==> src/rtl/constant_sequencer_pkg.sv <==
// Shared definitions for the constant sequencer family: state encoding
// and the index-width helper used by sibling sequencers.
`timescale 1ns/1ps
package constant_sequencer_pkg;

  localparam logic [0:0] IDLE_ENC = 1'b0;
  localparam logic [0:0] RUN_ENC  = 1'b1;

  typedef enum logic [0:0] {
    ST_IDLE = IDLE_ENC,
    ST_RUN  = RUN_ENC
  } state_t;

  // Width of an index that counts 0..count-1; never narrower than one bit.
  function automatic int unsigned idx_width(input int unsigned count);
    return (count <= 1) ? 1 : $clog2(count);
  endfunction

endpackage

==> src/rtl/constant_sequencer_if.sv <==
// Start and word stream bundle between the sequencer and its neighbours.
//
// Handshake rules for both streams (start_*, word_*): a transfer happens on a
// rising clock edge where valid and ready are both high. A producer holding
// valid high keeps its payload stable and does not drop valid until that
// transfer; a consumer may raise or lower ready at any time.
`timescale 1ns/1ps
interface constant_sequencer_if #(
  parameter int unsigned WORD_WIDTH   = 8,
  parameter int unsigned REPEAT_WIDTH = 4
) ();
  import constant_sequencer_pkg::*;

  logic                    start_valid;
  logic                    start_ready;
  logic [REPEAT_WIDTH-1:0] start_repeat;
  logic                    word_valid;
  logic                    word_ready;
  logic [WORD_WIDTH-1:0]   word_out;
  logic                    word_last;
  logic                    busy;
  logic                    done;
  state_t                  state_dbg;

  // Sequencer side: accepts starts, produces words and status.
  modport master (
    input  start_valid, start_repeat, word_ready,
    output start_ready, word_valid, word_out, word_last, busy, done, state_dbg
  );

  // Environment side: issues starts and consumes words.
  modport slave (
    output start_valid, start_repeat, word_ready,
    input  start_ready, word_valid, word_out, word_last, busy, done, state_dbg
  );

endinterface

==> src/rtl/constant_sequencer_index_counter.sv <==
// Wrapping 0..WORD_COUNT-1 word index with load-zero and increment enable.
// Exposes the next index so the owner can register data selected by it.
`timescale 1ns/1ps
module constant_sequencer_index_counter
  import constant_sequencer_pkg::*;
#(
  parameter int unsigned WORD_COUNT = 4,
  parameter int unsigned IDX_W      = idx_width(WORD_COUNT)
) (
  input  logic             clock,
  input  logic             clear,
  input  logic             load_zero,
  input  logic             inc_en,
  output logic [IDX_W-1:0] index_next_o,
  output logic             wrap_o
);

  localparam logic [IDX_W-1:0] LAST_IDX = IDX_W'(WORD_COUNT - 1);

  logic [IDX_W-1:0] index_q;
  logic [IDX_W-1:0] index_d;

  // Next index: load-zero wins, otherwise step and wrap after the last word.
  always_comb begin
    index_d = index_q;
    if (load_zero) begin
      index_d = '0;
    end else if (inc_en) begin
      index_d = (index_q == LAST_IDX) ? '0 : index_q + IDX_W'(1);
    end
  end

  // Index register.
  always_ff @(posedge clock) begin
    if (clear) begin
      index_q <= '0;
    end else begin
      index_q <= index_d;
    end
  end

  assign index_next_o = index_d;
  assign wrap_o       = (index_q == LAST_IDX);

endmodule

==> src/rtl/constant_sequencer.sv <==
// Streams a build-time table of constant words, start_repeat+1 times per run.
// Word outputs are registered from the next state/index so that a new word
// is presented on the cycle right after each handshake, with no bubbles.
`timescale 1ns/1ps
module constant_sequencer
  import constant_sequencer_pkg::*;
#(
  parameter int unsigned                     WORD_WIDTH   = 8,
  parameter int unsigned                     WORD_COUNT   = 4,
  parameter logic [WORD_WIDTH*WORD_COUNT-1:0] VALUES      = '0,
  parameter int unsigned                     REPEAT_WIDTH = 4
) (
  input logic                 clock,
  input logic                 clear,
  constant_sequencer_if.master bus
);

  localparam int unsigned      IDX_W    = idx_width(WORD_COUNT);
  localparam logic [IDX_W-1:0] LAST_IDX = IDX_W'(WORD_COUNT - 1);

  // Word 0 is the least-significant slice of VALUES.
  logic [WORD_WIDTH-1:0] table_w [WORD_COUNT];
  for (genvar g = 0; g < WORD_COUNT; g++) begin : g_table
    assign table_w[g] = VALUES[g*WORD_WIDTH +: WORD_WIDTH];
  end

  state_t                  state_q, state_d;
  logic [REPEAT_WIDTH-1:0] pass_q, pass_d;
  logic                    word_valid_q, word_valid_d;
  logic [WORD_WIDTH-1:0]   word_out_q, word_out_d;
  logic                    word_last_q, word_last_d;
  logic                    busy_q, busy_d;
  logic                    done_q, done_d;

  logic                    idx_load;
  logic                    idx_inc;
  logic [IDX_W-1:0]        idx_next;
  logic                    idx_wrap;

  constant_sequencer_index_counter #(
    .WORD_COUNT (WORD_COUNT),
    .IDX_W      (IDX_W)
  ) u_index (
    .clock        (clock),
    .clear        (clear),
    .load_zero    (idx_load),
    .inc_en       (idx_inc),
    .index_next_o (idx_next),
    .wrap_o       (idx_wrap)
  );

  // Control: start acceptance, word stepping, pass wrap and run completion,
  // then registered outputs derived from the resulting state and index.
  always_comb begin
    state_d  = state_q;
    pass_d   = pass_q;
    done_d   = 1'b0;
    idx_load = 1'b0;
    idx_inc  = 1'b0;

    case (state_q)
      ST_IDLE: begin
        if (bus.start_valid) begin
          state_d  = ST_RUN;
          pass_d   = bus.start_repeat;
          idx_load = 1'b1;
        end
      end
      ST_RUN: begin
        if (word_valid_q && bus.word_ready) begin
          if (!idx_wrap) begin
            idx_inc = 1'b1;
          end else if (pass_q != '0) begin
            // End of an intermediate pass: rewind the table.
            idx_inc = 1'b1;
            pass_d  = pass_q - REPEAT_WIDTH'(1);
          end else begin
            state_d  = ST_IDLE;
            done_d   = 1'b1;
            idx_load = 1'b1;
          end
        end
      end
      default: begin
        state_d = ST_IDLE;
      end
    endcase

    word_valid_d = (state_d == ST_RUN);
    busy_d       = (state_d == ST_RUN);
    word_out_d   = (state_d == ST_RUN) ? table_w[idx_next] : '0;
    word_last_d  = (state_d == ST_RUN) && (idx_next == LAST_IDX) && (pass_d == '0);
  end

  // State, pass counter and registered outputs; clear overrides everything.
  always_ff @(posedge clock) begin
    if (clear) begin
      state_q      <= ST_IDLE;
      pass_q       <= '0;
      word_valid_q <= 1'b0;
      word_out_q   <= '0;
      word_last_q  <= 1'b0;
      busy_q       <= 1'b0;
      done_q       <= 1'b0;
    end else begin
      state_q      <= state_d;
      pass_q       <= pass_d;
      word_valid_q <= word_valid_d;
      word_out_q   <= word_out_d;
      word_last_q  <= word_last_d;
      busy_q       <= busy_d;
      done_q       <= done_d;
    end
  end

  assign bus.start_ready = (state_q == ST_IDLE);
  assign bus.word_valid  = word_valid_q;
  assign bus.word_out    = word_out_q;
  assign bus.word_last   = word_last_q;
  assign bus.busy        = busy_q;
  assign bus.done        = done_q;
  assign bus.state_dbg   = state_q;

endmodule

==> src/flat_wrapper.sv <==
// flat-port wrapper written by rule: the top's interface ports become plain ports
module constant_sequencer_flat import constant_sequencer_pkg::*;
#(
  parameter int unsigned                     WORD_WIDTH   = 8,
  parameter int unsigned                     WORD_COUNT   = 4,
  parameter logic [WORD_WIDTH*WORD_COUNT-1:0] VALUES      = '0,
  parameter int unsigned                     REPEAT_WIDTH = 4
)
  (clock, clear, bus_start_valid, bus_start_repeat, bus_word_ready, bus_start_ready, bus_word_valid, bus_word_out, bus_word_last, bus_busy, bus_done, bus_state_dbg);
  constant_sequencer_if #(.WORD_WIDTH(WORD_WIDTH), .REPEAT_WIDTH(REPEAT_WIDTH)) bus_i ();
  input logic clock;
  input logic clear;
  input wire logic [$bits(bus_i.start_valid)-1:0] bus_start_valid;
  input wire logic [$bits(bus_i.start_repeat)-1:0] bus_start_repeat;
  input wire logic [$bits(bus_i.word_ready)-1:0] bus_word_ready;
  output wire logic [$bits(bus_i.start_ready)-1:0] bus_start_ready;
  output wire logic [$bits(bus_i.word_valid)-1:0] bus_word_valid;
  output wire logic [$bits(bus_i.word_out)-1:0] bus_word_out;
  output wire logic [$bits(bus_i.word_last)-1:0] bus_word_last;
  output wire logic [$bits(bus_i.busy)-1:0] bus_busy;
  output wire logic [$bits(bus_i.done)-1:0] bus_done;
  output wire logic [$bits(bus_i.state_dbg)-1:0] bus_state_dbg;
  assign bus_i.start_valid = bus_start_valid;
  assign bus_i.start_repeat = bus_start_repeat;
  assign bus_i.word_ready = bus_word_ready;
  assign bus_start_ready = bus_i.start_ready;
  assign bus_word_valid = bus_i.word_valid;
  assign bus_word_out = bus_i.word_out;
  assign bus_word_last = bus_i.word_last;
  assign bus_busy = bus_i.busy;
  assign bus_done = bus_i.done;
  assign bus_state_dbg = bus_i.state_dbg;
  constant_sequencer #(.WORD_WIDTH(WORD_WIDTH), .WORD_COUNT(WORD_COUNT), .VALUES(VALUES), .REPEAT_WIDTH(REPEAT_WIDTH)) u_core (.clock(clock), .clear(clear), .bus(bus_i));
endmodule
==> config.mk <==
export PLATFORM = sky130hd
export DESIGN_NAME = constant_sequencer_flat
export DESIGN_NICKNAME = d
export VERILOG_FILES = /design/src/rtl/constant_sequencer_pkg.sv /design/src/rtl/constant_sequencer_if.sv /design/src/rtl/constant_sequencer_index_counter.sv /design/src/rtl/constant_sequencer.sv /design/src/flat_wrapper.sv
export SDC_FILE = /design/constraint.sdc
export NUM_CORES = 1
export LEC_CHECK = 0
export CAP_MARGIN = 20
export CORE_UTILIZATION = 39
export CTS_CLUSTER_SIZE = 24
export DETAILED_ROUTE_END_ITERATION = 10
export HOLD_SLACK_MARGIN = 0.08
export PLACE_DENSITY = 0.73
export SLEW_MARGIN = 10
export SYNTH_ARGS = -nofsm -noshare
export SYNTH_HDL_FRONTEND = slang
export SYNTH_SLANG_ARGS = --single-unit
export TNS_END_PERCENT = 10
==> constraint.sdc <==
create_clock -name clock -period 1.4 [get_ports clock]
set_input_delay 0.14 -clock clock [delete_from_list [all_inputs] [get_ports clock]]
set_output_delay 0.14 -clock clock [all_outputs]
set_load 0.1 [all_outputs]
==> impl_metrics.py <==
metrics = {
    "status": {
        "outcome": "finished with violations",
        "violations": "setup timing",
    },
    "logic_synthesis": {
        "syn_area_per_cell_um2": 8.97,
        "yosys.area.top_type": "dfxtp_1",
        "netlist_instances": 71,
        "netlist_area_um2": 637,
        "yosys.cell_types.count": 35,
        "synthTopCellsByArea": "dfxtp_1 (28%), buf_4 (12%), mux2i_1 (4.7%)",
        "synth_seq_cells": 9,
        "yosysTopAreaCellShare_pct": 28.3,
        "yosysSeqAreaShare_pct": 28.3,
        "ys_warn_count": 0,
    },
    "sta": {
        "rsz0062_at_grt": "true",
        "fin_hold_ws_ns": 0.327,
        "slew_viol_final": 0,
        "hold_viol_final": 0,
        "fin_crit_ns": 1.42,
        "timing.final.ws_setup_ns": -0.0243,
        "fin_skew_ns": 0.00134,
        "setup_viol": 2,
        "min_period_over_period_pct": 102,
        "fmax_ghz": 0.702,
    },
    "final_layout": {
        "instances_no_fill": 117,
        "syn2layout_area_growth_pct": 66.4,
        "final_core_util_pct": 69.5,
        "postLayoutCellArea_um2": 1060,
        "drive_above_1_share_pct": 50.5,
        "nets": 112,
        "fillerInstances": 116,
        "n_antenna_cell": 0,
    },
    "critical_path": {
        "critPathMostFrequentCell": "buf_6",
        "slowest_delay_ns": 0.35,
        "worst-path-buf-inv": 2,
        "crit_family": "flip-flops",
        "crit_path_end_kind": "flop",
        "crit_chain": "ha_4 -> nand3_4 -> a21oi_4 -> buf_6 -> buf_6 -> a221oi_4 -> nor4_2",
        "required_ns": 1.58,
        "cp.arrival_ns": 1.60,
        "criticalPathCategory": "reg2reg",
        "cp-start-kind": "flop",
        "slowest_stage": "dfxtp_2",
        "critPathMaxFanout": 4,
    },
    "global_routing": {
        "grt_max_degree": 13,
        "grt.overflow.total": 0,
        "grt.total_usage_pct": 19.9,
        "grt_pass1_wl_um": 2610,
        "antenna_found_initial": 0,
        "grt_pass1_vias": 600,
    },
    "placed_design": {
        "placed_area_um2": 906,
        "dp_worst_setup_slack_ns": -0.278,
        "dp.cells": 110,
        "port_buffers": 13,
        "place.gp.congestion": 0.864,
        "hpwl_um": 1110,
    },
    "worst_hold_path": {
        "hold_class": "in2reg",
    },
    "power": {
        "p_leak_uw": 0.000457,
        "power.density_nw_per_um2": 835,
        "ir_drop_mv": 0.510,
    },
    "floorplan": {
        "dieArea_um2": 1800,
        "rows": 14,
        "start_util_pct": 41.8,
        "io_pins": 22,
        "die_w_um": 42.4,
        "die_h_um": 42.4,
        "core-area_um2": 1520,
    },
    "clocking": {
        "cts_max_level": 1,
        "cts_sinks": 9,
        "worstSkewPairLatency_ns": 0.26,
        "cts_buffer_depth": 2,
        "tritoncts": "done",
        "numCtsBuffers": 3,
        "clk_pin_slew_ns": 0.06,
        "ctsRootBufferMaster": "clkbuf_4",
    },
    "flow_run": {
        "drv_cap": 0,
    },
    "drt": {
        "vias": 618,
        "drtIter0Drc": 8,
        "postRouteAntennaNets": 0,
        "post_drt_wl_per_cell_um": 13.9,
        "first_pass_iters": 5,
        "drc": 0,
        "wl_um": 1620,
        "vias_per_cell": 5.28,
    },
}
[timing repair]
| action | in CTS | in global routing |
|---|---|---|
| gates resized for setup | 9 | 14 |
| endpoints found under the setup margin | 4 | 5 |
| cloned | 0 | 0 |
| buffers inserted | 1 | 2 |
| pin swaps | 3 | 4 |
| hold buffers | 0 | 0 |
[flip-flops by register name, summed over array words and instances (netlist names)]
signal / flops
u_core.u_index.index_q: 2
u_core.pass_q: 4
u_core.bus.done: 1
u_core.bus.word_last: 1
u_core.bus.state_dbg: 1
[where the power goes]
part,switching (uW),internal (uW),total [uW]
clock network,93.0,110,203
registers,20.5,270,291
logic,250,141,391
[cell families (layout without fill, tap and decap cells)]
| logic type | Yosys count | count (layout) | synth area share, % |
|---|---|---|---|
| AND/OR/NAND/NOR | 22 | 22 | 22.8 |
| buffers and inverters | 18 | 41 | 17.9 |
| AO/OA/AOI/OAI | 14 | 14 | 19.1 |
| flip-flops | 9 | 9 | 28.3 |
| adder cells (fa/ha/maj) | 2 | 2 | 3.93 |
| XOR/XNOR | 2 | 2 | 2.75 |
| other | 1 | 8 | 0.589 |
| multiplexers | 3 | 3 | 4.72 |
[routing by layer]
| metal | global-route usage, % | share of wire (%) |
|---|---|---|
| met1 | 20.7 | 39 |
| met2 | 32.9 | 53 |
| met3 | 8.19 | 4.7 |
| met4 | 11.9 | 3.5 |
| met5 | 0 | 0 |
[path summary, 6_finish.rpt]
kind                                  start                   endpoint  slack (ns)  depth (start not counted)
hold / removal              bus_start_valid  u_core.u_index.index_q[1]        0.33                          2
hold reg to reg        u_core.bus.state_dbg       u_core.bus.state_dbg        0.56                          1
setup / recovery  u_core.u_index.index_q[1]       u_core.bus.word_last       -0.02                          7
setup reg to reg  u_core.u_index.index_q[1]       u_core.bus.word_last       -0.02                          7
[layout make-up]
class | instances | area (um2) | share of cell area (%)
multi-input cells | 51 | 462 | 43.6
repair buffers | 31 | 338 | 31.9
flip-flops and latches | 9 | 189 | 17.8
clock buffers | 4 | 26.3 | 2.48
inverters | 6 | 25.0 | 2.36
well taps | 16 | 20.0 | 1.89
[placed cells by master, fill, tap and decap left out, drive strengths merged]
master / synthesis / final
nor2b: 2 / 2
buf: 12 / 24
a21oi: 1 / 1
o21ai: 2 / 2
nand3: 3 / 3
a31o: 2 / 2
ha: 2 / 2
mux2i: 3 / 3
dlymetal6s2s: 0 / 2
nor2: 3 / 3
conb: 1 / 8
o211ai: 1 / 1
a41o: 1 / 1
and3: 1 / 1
xnor2: 1 / 1
and2b: 2 / 2
nor3: 2 / 2
inv: 6 / 6
a211oi: 1 / 1
a221oi: 2 / 2
o22ai: 1 / 1
nor3b: 1 / 1
clkbuf: 0 / 4
xor2: 1 / 1
o211a: 1 / 1
a311oi: 1 / 1
o311a: 1 / 1
nand2: 6 / 6
dfxtp: 9 / 9
nor4: 2 / 2
clkdlybuf4s50: 0 / 5
[cell usage after synthesis, drive strengths merged]
| cell type | count |
|---|---|
| nand2 | 6 |
| a221oi | 2 |
| o211ai | 1 |
| and3 | 1 |
| buf | 12 |
| nand3 | 3 |
| a21oi | 1 |
| a211oi | 1 |
| nor3 | 2 |
| a311oi | 1 |
| xnor2 | 1 |
| nor4 | 2 |
| o22ai | 1 |
| nor2b | 2 |
| o211a | 1 |
| o311a | 1 |
| xor2 | 1 |
| nor3b | 1 |
| nor2 | 3 |
| and2b | 2 |
| dfxtp | 9 |
| ha | 2 |
| inv | 6 |
| mux2i | 3 |
| conb | 1 |
| o21ai | 2 |
| a41o | 1 |
| a31o | 2 |
[per-stage QoR]
step | power (uW) | setup TNS, ns
final | 885 | -0.0417
after global routing | 932 | -0.200
after CTS | 865 | -0.0966
after detailed placement | 639 | -1.00
after global placement | 633 | -0.821
after floorplan | 550 | -0.119
Power figures use the tool's default switching activity.
